### config.mk
export PLATFORM = sky130hd
export DESIGN_NAME = estu_result_uart_tx
export DESIGN_NICKNAME = d
export VERILOG_FILES = /design/src/rtl/estu_result_uart_tx.sv
export SDC_FILE = /design/constraint.sdc
export NUM_CORES = 1
export LEC_CHECK = 0
export BUFFER_PORTS_ARGS = -buffer_cell sky130_fd_sc_hd__buf_2
export CORE_UTILIZATION = 50
export DETAILED_ROUTE_END_ITERATION = 8
export PLACE_DENSITY = 0.71
export SLEW_MARGIN = 20
export SYNTH_ARGS = -nofsm -noshare
export SYNTH_HDL_FRONTEND = slang
export SYNTH_SLANG_ARGS = --single-unit
### constraint.sdc
create_clock -name i_clk -period 3.95 [get_ports i_clk]
set_input_delay 0.1975 -clock i_clk [delete_from_list [all_inputs] [get_ports i_clk]]
set_output_delay 0.1975 -clock i_clk [all_outputs]
set_load 0.01 [all_outputs]
### src/rtl/estu_result_uart_tx.sv
// 8N1 UART transmitter for ESTU last-layer results: a small FIFO buffers result words,
// and each word is sent as two bytes, high byte first, with no idle gap between queued words.
module estu_result_uart_tx #(
    parameter int CLKS_PER_BIT = 4,
    parameter int FIFO_DEPTH   = 8,
    parameter int DATA_W       = 13
) (
    input  logic              i_clk,
    input  logic              i_rst_n,
    input  logic              i_valid,
    input  logic [DATA_W-1:0] i_data,
    output logic              o_txd,
    output logic              o_busy,
    output logic              o_full,
    output logic              o_overflow
);

    localparam int PTR_W = $clog2(FIFO_DEPTH);
    localparam int CNT_W = PTR_W + 1;
    localparam logic [CNT_W-1:0] DEPTH_CNT = CNT_W'(FIFO_DEPTH);
    localparam logic [15:0]      BAUD_LAST = 16'(CLKS_PER_BIT - 1);

    typedef enum logic [1:0] {IDLE, START, DATA, STOP} state_t;

    state_t            state;
    logic [DATA_W-1:0] mem [FIFO_DEPTH];
    logic [PTR_W-1:0]  wr_ptr;
    logic [PTR_W-1:0]  rd_ptr;
    logic [CNT_W-1:0]  count;
    logic [15:0]       baud;
    logic [2:0]        bit_idx;
    logic              byte_sel_lo;
    logic [DATA_W-1:0] word;
    logic [15:0]       word_ext;
    logic [7:0]        cur_byte;
    logic              empty;
    logic              push;
    logic              pop;
    logic              bit_end;

    assign empty    = (count == '0);
    assign o_full   = (count == DEPTH_CNT);
    assign push     = i_valid && !o_full;
    assign bit_end  = (baud == BAUD_LAST);
    // A word leaves the FIFO either from IDLE or at the very end of a low byte's stop bit.
    assign pop      = !empty && ((state == IDLE) || (state == STOP && bit_end && byte_sel_lo));
    assign word_ext = 16'(word);
    assign cur_byte = byte_sel_lo ? word_ext[7:0] : word_ext[15:8];

    always_ff @(posedge i_clk) begin
        if (push) begin
            mem[wr_ptr] <= i_data;
        end
    end

    always_ff @(posedge i_clk or negedge i_rst_n) begin
        if (!i_rst_n) begin
            wr_ptr     <= '0;
            rd_ptr     <= '0;
            count      <= '0;
            o_overflow <= 1'b0;
        end else begin
            if (push) begin
                wr_ptr <= wr_ptr + PTR_W'(1);
            end
            if (pop) begin
                rd_ptr <= rd_ptr + PTR_W'(1);
            end
            case ({push, pop})
                2'b10:   count <= count + CNT_W'(1);
                2'b01:   count <= count - CNT_W'(1);
                default: count <= count;
            endcase
            // A push against a full FIFO is dropped even if a pop frees a slot this cycle.
            if (i_valid && o_full) begin
                o_overflow <= 1'b1;
            end
        end
    end

    // o_txd/o_busy are registered from the current state, so the line lags the state by one clock.
    always_ff @(posedge i_clk or negedge i_rst_n) begin
        if (!i_rst_n) begin
            state       <= IDLE;
            baud        <= '0;
            bit_idx     <= '0;
            byte_sel_lo <= 1'b0;
            word        <= '0;
            o_txd       <= 1'b1;
            o_busy      <= 1'b0;
        end else begin
            case (state)
                IDLE: begin
                    o_txd   <= 1'b1;
                    o_busy  <= 1'b0;
                    baud    <= '0;
                    bit_idx <= '0;
                    if (!empty) begin
                        word        <= mem[rd_ptr];
                        byte_sel_lo <= 1'b0;
                        state       <= START;
                    end
                end
                START: begin
                    o_txd  <= 1'b0;
                    o_busy <= 1'b1;
                    if (bit_end) begin
                        baud    <= '0;
                        bit_idx <= '0;
                        state   <= DATA;
                    end else begin
                        baud <= baud + 16'd1;
                    end
                end
                DATA: begin
                    o_txd  <= cur_byte[bit_idx];
                    o_busy <= 1'b1;
                    if (bit_end) begin
                        baud    <= '0;
                        bit_idx <= bit_idx + 3'd1;
                        if (bit_idx == 3'd7) begin
                            state <= STOP;
                        end
                    end else begin
                        baud <= baud + 16'd1;
                    end
                end
                STOP: begin
                    o_txd  <= 1'b1;
                    o_busy <= 1'b1;
                    if (bit_end) begin
                        baud <= '0;
                        if (!byte_sel_lo) begin
                            byte_sel_lo <= 1'b1;
                            state       <= START;
                        end else if (!empty) begin
                            word        <= mem[rd_ptr];
                            byte_sel_lo <= 1'b0;
                            state       <= START;
                        end else begin
                            state <= IDLE;
                        end
                    end else begin
                        baud <= baud + 16'd1;
                    end
                end
                default: state <= IDLE;
            endcase
        end
    end

endmodule

==> results of run 1 <==
==> final cells by class <==
cell class / instances / share of cell area
clock buffers: 17 / 0.0587
clock inverters: 15 / 0.0221
inverters: 8 / 0.00414
multi-input cells: 211 / 0.267
flip-flops and latches: 152 / 0.597
well taps: 168 / 0.0290
repair buffers: 28 / 0.0231
==> Yosys cell counts (all sizes together) (8+ instances only) <==
cell and instances:
nand2 21, mux4 29, dfrtp 47, ha 13, buf 11, a21oi 23, nor2 34, edfxtp 104
xor2 10, inv 8, xnor2 8, mux2i 15
==> flip-flops by register name (all words and copies together), names as in the netlist <==
name / cells
rd_ptr: 3
byte_sel_lo: 1
o_txd: 1
baud: 16
state: 2
mem: 104
word: 13
o_busy: 1
bit_idx: 3
count: 4
o_overflow: 1
wr_ptr: 3
==> per-layer routing <==
| layer | share of wire | wire, um | track usage | vias up |
|---|---|---|---|---|
| li1 | - | - | - | 1532 |
| met1 | 0.43 | 4750 | 0.244 | 1648 |
| met2 | 0.51 | 5680 | 0.328 | 70 |
| met3 | 0.054 | 596 | 0.0619 | 10 |
| met4 | 0.0099 | 110 | 0.0693 | 0 |
| met5 | 0 | 0 | 0 | - |
==> per-stage QoR <==
| stage | utilization | total power, mW |
|---|---|---|
| after floorplan | - | 3.50 |
| after CTS | 0.594 | 5.48 |
| after global placement | 0.544 | 3.84 |
| after global routing | 0.594 | 5.71 |
| final | 0.594 | 5.40 |
| after detailed placement | 0.544 | 3.89 |
==> where the power goes <==
part | leakage [nW] | switching, mW | total (mW) | internal [mW]
Sequential | 1.54 | 0.345 | 2.39 | 2.05
Clock | 0.281 | 0.679 | 1.57 | 0.892
Combinational | 0.856 | 0.701 | 1.44 | 0.740
==> kinds of logic after synthesis <==
group | share of synthesized area
DFF | 0.681
muxes | 0.134
adders and majority gates | 0.0288
buffers and inverters | 0.0177
and+or+nand+nor | 0.0715
AOI/OAI and AO/OA | 0.0420
xor gates and xnor gates | 0.0248
==> what timing repair did <==
action                                 CTS  global route
endpoints found under the hold margin   48             0
hold buffers                             2             0
setup endpoints to repair                0             0
==> worst paths after layout <==
kind | startpoint | end | cells past startpoint
worst max-delay path | baud[0] | count[3] | 12
worst min register to register | baud[0] | baud[0] | 1
worst min-delay path | i_data[2] | mem[0][2] | 1
worst max register to register | baud[0] | count[3] | 12
max in group asynchronous | i_rst_n | rd_ptr[0] | 3
min in group asynchronous | i_rst_n | baud[13] | 3
==> critical path, stage by stage (launching register included) <==
cell and delay [ns]:
dfrtp_1 0.37, ha_1 0.27, nor4b_2 0.22, nand4_1 0.12, buf_4 0.21, o21ai_1 0.31
ha_1 0.27, ha_1 0.25, a21o_1 0.18, a21oi_1 0.16, xnor2_1 0.13, nor2_1 0.06
xor2_1 0.14
==> flow_summary.toml, run 1 <==
[timing]
hold_slack_ns = 0.0432
clock.fmax_mhz = 356
worst_slack_ns = 1.14
worst_slew_pin_slew_ns = 1.09
fin_crit_sh = 0.711
rsz0062_at_grt = "no"
setup_tns_ns = 0
finalSetupViolations = 0
max-slew-margin-rel = 0.274
drv_slew = 0
clock_skew_ns = 0.00750
final_hold_viol_count = 0
layout_min_cycle_time_ns = 2.81

[floorplan]
die_x_um = 115
core_area_sq_um = 12200
die_h_um = 115
io_pins = 20
dieArea_sq_um = 13200
num_rows = 40
initial_utilization = 0.520

[synthesis]
ys_warn_count = 0
avgSynthCellArea_sq_um = 16.5
synthesis.area_sq_um = 6350
synthCells = 385
synth_fp_nets = 415
synth-async-reset-ratio = 0.316
ys_types = 47
synth_edf_count = 104
yosysTopAreaCell = "edfxtp_1"
ys_seq_elements = 152
ys.flop_type = "edfxtp_1"
synth_area_leaders = "edfxtp_1 (49%), dfrtp_1 (19%), mux4_2 (10%)"
synth_seq_area_share = 0.681
synth_top_area_frac = 0.492

[route]
drcViolationCount = 0
first_iter_violations = 272
firstDrtPassIters = 4
wire_per_inst_um = 18.6
via_per_inst = 5.44
postRouteWirelength_um = 11100
vias = 3260
ant_nets = 0

[final_layout]
fillers = 931
area_growth_syn_to_layout_pct = 14.2
n_antenna_cell = 0
fin_cells = 599
multiInputGateArea_sq_um = 1930
fin_area_sq_um = 7250
layout_common_cells = "edfxtp_1 (104), dfrtp_1 (46), nor2_1 (30)"
drive_above_1_share = 0.253
final_common_cell = "edfxtp_1"
regArea_sq_um = 4330
nets = 448

[clocking]
cts_max_path_buffers = 2
cts_max_level = 4
cts_root_buf = "clkbuf_16"
numCtsBuffers = 17
cts.repair.resized = 0
cts_tree = "yes"
cts_setup_buffers = 0
cts_sinks = 152
insertion_delay_ns = 0.42
clkSlewWorstSetupHoldPaths_ns = 0.06

[placement]
place_inst = 565
port_buffers = 19
place_ws_ns = 1.12
dpl_cell_area_sq_um = 6650
dp_hpwl_um = 6710
gp_congestion = 0.756

[power_and_ir_drop]
powerDensity_nw_per_um2 = 745
peakVddDrop_v = 0.000409
leakage_nw = 2.67

[setup_path]
reg2reg_setup_slack_ns = 1.14
critical_path_class = "register to register"
path_max_fanout = 11
worstPathArrival_ns = 3.11
critPathCaptureType = "register"
cp.required_ns = 4.25
critPathLaunchType = "register"

[outcome]
status = "completed"

[worst_hold_path]
hp-class = "primary input to register"

[global_routing]
antenna_found_initial = 0
grt_pass1_vias = 3492
grt_max_degree = 49
grtUsageTotal = 0.196
grt_pass1_wl_um = 18300
grt_overflow = 0

[job]
drv_cap = 0
No activity file was read; power rests on OpenSTA's default activity.
==> run 2, diff against run 1 <==
ABC_AREA = 1   (was not set)
clock period = 2.9 ns   (was 3.95 ns; I/O delays follow)
==> run 2 against run 1 <==
  * Final area grew 7.0%
  * Global-route usage is 0.19 points higher
  * Sequential cell count unchanged
  * Largest cell class unchanged
  * First-iteration DRC count is 8.8% lower
  * Die area is 5.7% higher
  * Utilization up 0.90 points
  * Largest power group unchanged
  * Clock power increased by 41%
  * Critical path depth did not move
  * Via count increased by 39%
  * Register-to-register slack lost 0.83 ns
==> flow_summary.toml, run 2 <==
[outcome]
status = "completed"

[synthesis]
yosysTopAreaCell = "edfxtp_1"
synthTopCellsByCount = "nand2_1 (129), nor2_1 (112), edfxtp_1 (104)"
synth_seq_area_share = 0.643
ys_types = 38
synth_edf_count = 104
synthCells = 650
avgSynthCellArea_sq_um = 10.3
ys_warn_count = 0
synthesis.area_sq_um = 6720
ys.flop_type = "edfxtp_1"
synth-async-reset-ratio = 0.316
synth_area_leaders = "edfxtp_1 (46%), dfrtp_1 (17%), nand2_1 (7.2%)"
synth_fp_nets = 680
synth_top_area_frac = 0.465
post-synth-top-count-cell = "nand2_1"
ys_seq_elements = 152

[route]
firstDrtPassIters = 5
first_iter_violations = 248
wire_per_inst_um = 14.4
postRouteWirelength_um = 12700
via_per_inst = 5.17
vias = 4533
drcViolationCount = 0
ant_nets = 0

[final_layout]
multiInputGateArea_sq_um = 2120
postLayoutCoreUtil = 0.603
final_common_cell = "nand2_1"
regMostFlops = "mem"
drive_above_1_share = 0.130
nets = 722
regArea_sq_um = 4330
largest_reg_flops = 104
n_antenna_cell = 0
layout_common_cells = "nand2_1 (129), nor2_1 (112), edfxtp_1 (104)"
area_growth_syn_to_layout_pct = 15.5
top_regs = "mem x104, baud x16, word x13"
fillers = 1017

[clocking]
cts_tree = "yes"
insertion_delay_ns = 0.42
numCtsBuffers = 17
cts_setup_buffers = 0
cts_max_path_buffers = 2
cts_max_level = 4
cts_sinks = 152
cts_root_buf = "clkbuf_16"
clkSlewWorstSetupHoldPaths_ns = 0.06

[timing]
clock.fmax_mhz = 386
layout_min_cycle_time_ns = 2.59
clock_skew_ns = 0.00917
drv_slew = 0
worst_slew_pin_slew_ns = 0.642
finalSetupViolations = 0
final_hold_viol_count = 0
setup_tns_ns = 0
rsz0062_at_grt = "no"
max-slew-margin-rel = 0.572
fin_crit_sh = 0.894
worst_slack_ns = 0.309

[placement]
port_buffers = 19
place_ws_ns = 0.329
gp_congestion = 0.774
dp_hpwl_um = 7770

[floorplan]
core_area_sq_um = 12900
die_x_um = 118
num_rows = 41
io_pins = 20
die_h_um = 118
dieArea_sq_um = 13900
initial_utilization = 0.522

[setup_path]
critPathLaunchType = "register"
critical_path_class = "register to register"
path_max_fanout = 5
worstPathArrival_ns = 2.88
cp.required_ns = 3.19
critPathCaptureType = "register"

[global_routing]
grt_pass1_wl_um = 21000
grt_max_degree = 54
top_usage_layer = "met2"
grt_pass1_vias = 4398
gr-usage-met1 = 0.235
use_met2 = 0.335
grt_overflow = 0
antenna_found_initial = 0
use_met3 = 0.0451
grtUsageTotal = 0.198

[power_and_ir_drop]
total_power_mw = 5.48
leakage_nw = 3.16
powerDensity_nw_per_um2 = 705
peakVddDrop_v = 0.000530

[job]
drv_cap = 0

[worst_hold_path]
hp-class = "primary input to asynchronous set/reset pin"
[run 2: changes by cell type after synthesis, sizes merged, moves of 14 or more]
| cell | before | now |
|---|---|---|
| nand2 | 21 | 142 |
| nor2 | 34 | 120 |
| o21ai | 6 | 88 |
| nand3 | 3 | 37 |
| inv | 8 | 38 |
| mux4 | 29 | 0 |
| mux2i | 15 | 0 |
| a21oi | 23 | 9 |
[run 2: cells by family after synthesis]
| kind of cell | Yosys count | share of synthesized area |
|---|---|---|
| simple gates | 312 | 0.200 |
| flops | 152 | 0.643 |
| compound gates | 102 | 0.0780 |
| buf+inv | 62 | 0.0406 |
| fa+ha+maj | 14 | 0.0272 |
| xor+xnor | 8 | 0.0104 |
[run 2: path summary, 6_finish.rpt]
check                      slack (ns)    endpoint       start  depth (start not counted)
max                              0.31    count[3]     baud[0]                         12
min                              0.28    baud[14]     i_rst_n                          2
max reg2reg                      0.31    count[3]     baud[0]                         12
min reg2reg                      0.46  o_overflow  o_overflow                          1
max in group asynchronous        2.20   wr_ptr[0]     i_rst_n                          2
min in group i_clk               0.46  o_overflow  o_overflow                          1
[run 2: power by group]
part,internal (mW),switching (mW),leakage (nW),total [mW]
registers,2.61,0.0859,1.54,2.69
logic,0.181,0.399,1.33,0.580
clock network,1.36,0.849,0.289,2.21
[run 2: final cells by class]
cell class                      count  area share
Tap cell                          172      0.0277
Inverter                           39      0.0190
Timing Repair Buffer               46      0.0451
Sequential cell                   152       0.557
Multi-Input combinational cell    436       0.274
Clock inverter                     14      0.0221
Clock buffer                       18      0.0553
[run 2: metal layers]
layer  vias to the layer above  part of all wire
met2                       114              0.50
met4                         0             0.022
met1                      2120              0.43
li1                       2274                 -
met5                         -                 0
met3                        25             0.045
[run 2: worst max-delay path, stage by stage (launching register included)]
cell and delay (ns):
dfrtp_1 0.37, ha_1 0.22, nand3_1 0.14, nor2_4 0.16
nand4_1 0.18, nand2_1 0.17, ha_1 0.26, ha_1 0.30
a21oi_1 0.20, nand2_1 0.09, a21oi_1 0.12, o21ai_0 0.11
xor2_1 0.15
[run 2: per-stage QoR]
step,hold slack (ns),cells,instance area (sq um)
after floorplan,-0.151,650,6720
after global placement,0.370,830,7010
after detailed placement,0.377,830,7010
after CTS,0.456,877,7760
after global routing,0.345,877,7760
final,0.283,877,7760
[run 2: timing repair]
| action | CTS | global route |
|---|---|---|
| resized for setup | 0 | 0 |
| endpoints found under the hold margin | 147 | 0 |
| hold buffers | 15 | 0 |
| endpoints found under the setup margin | 0 | 0 |
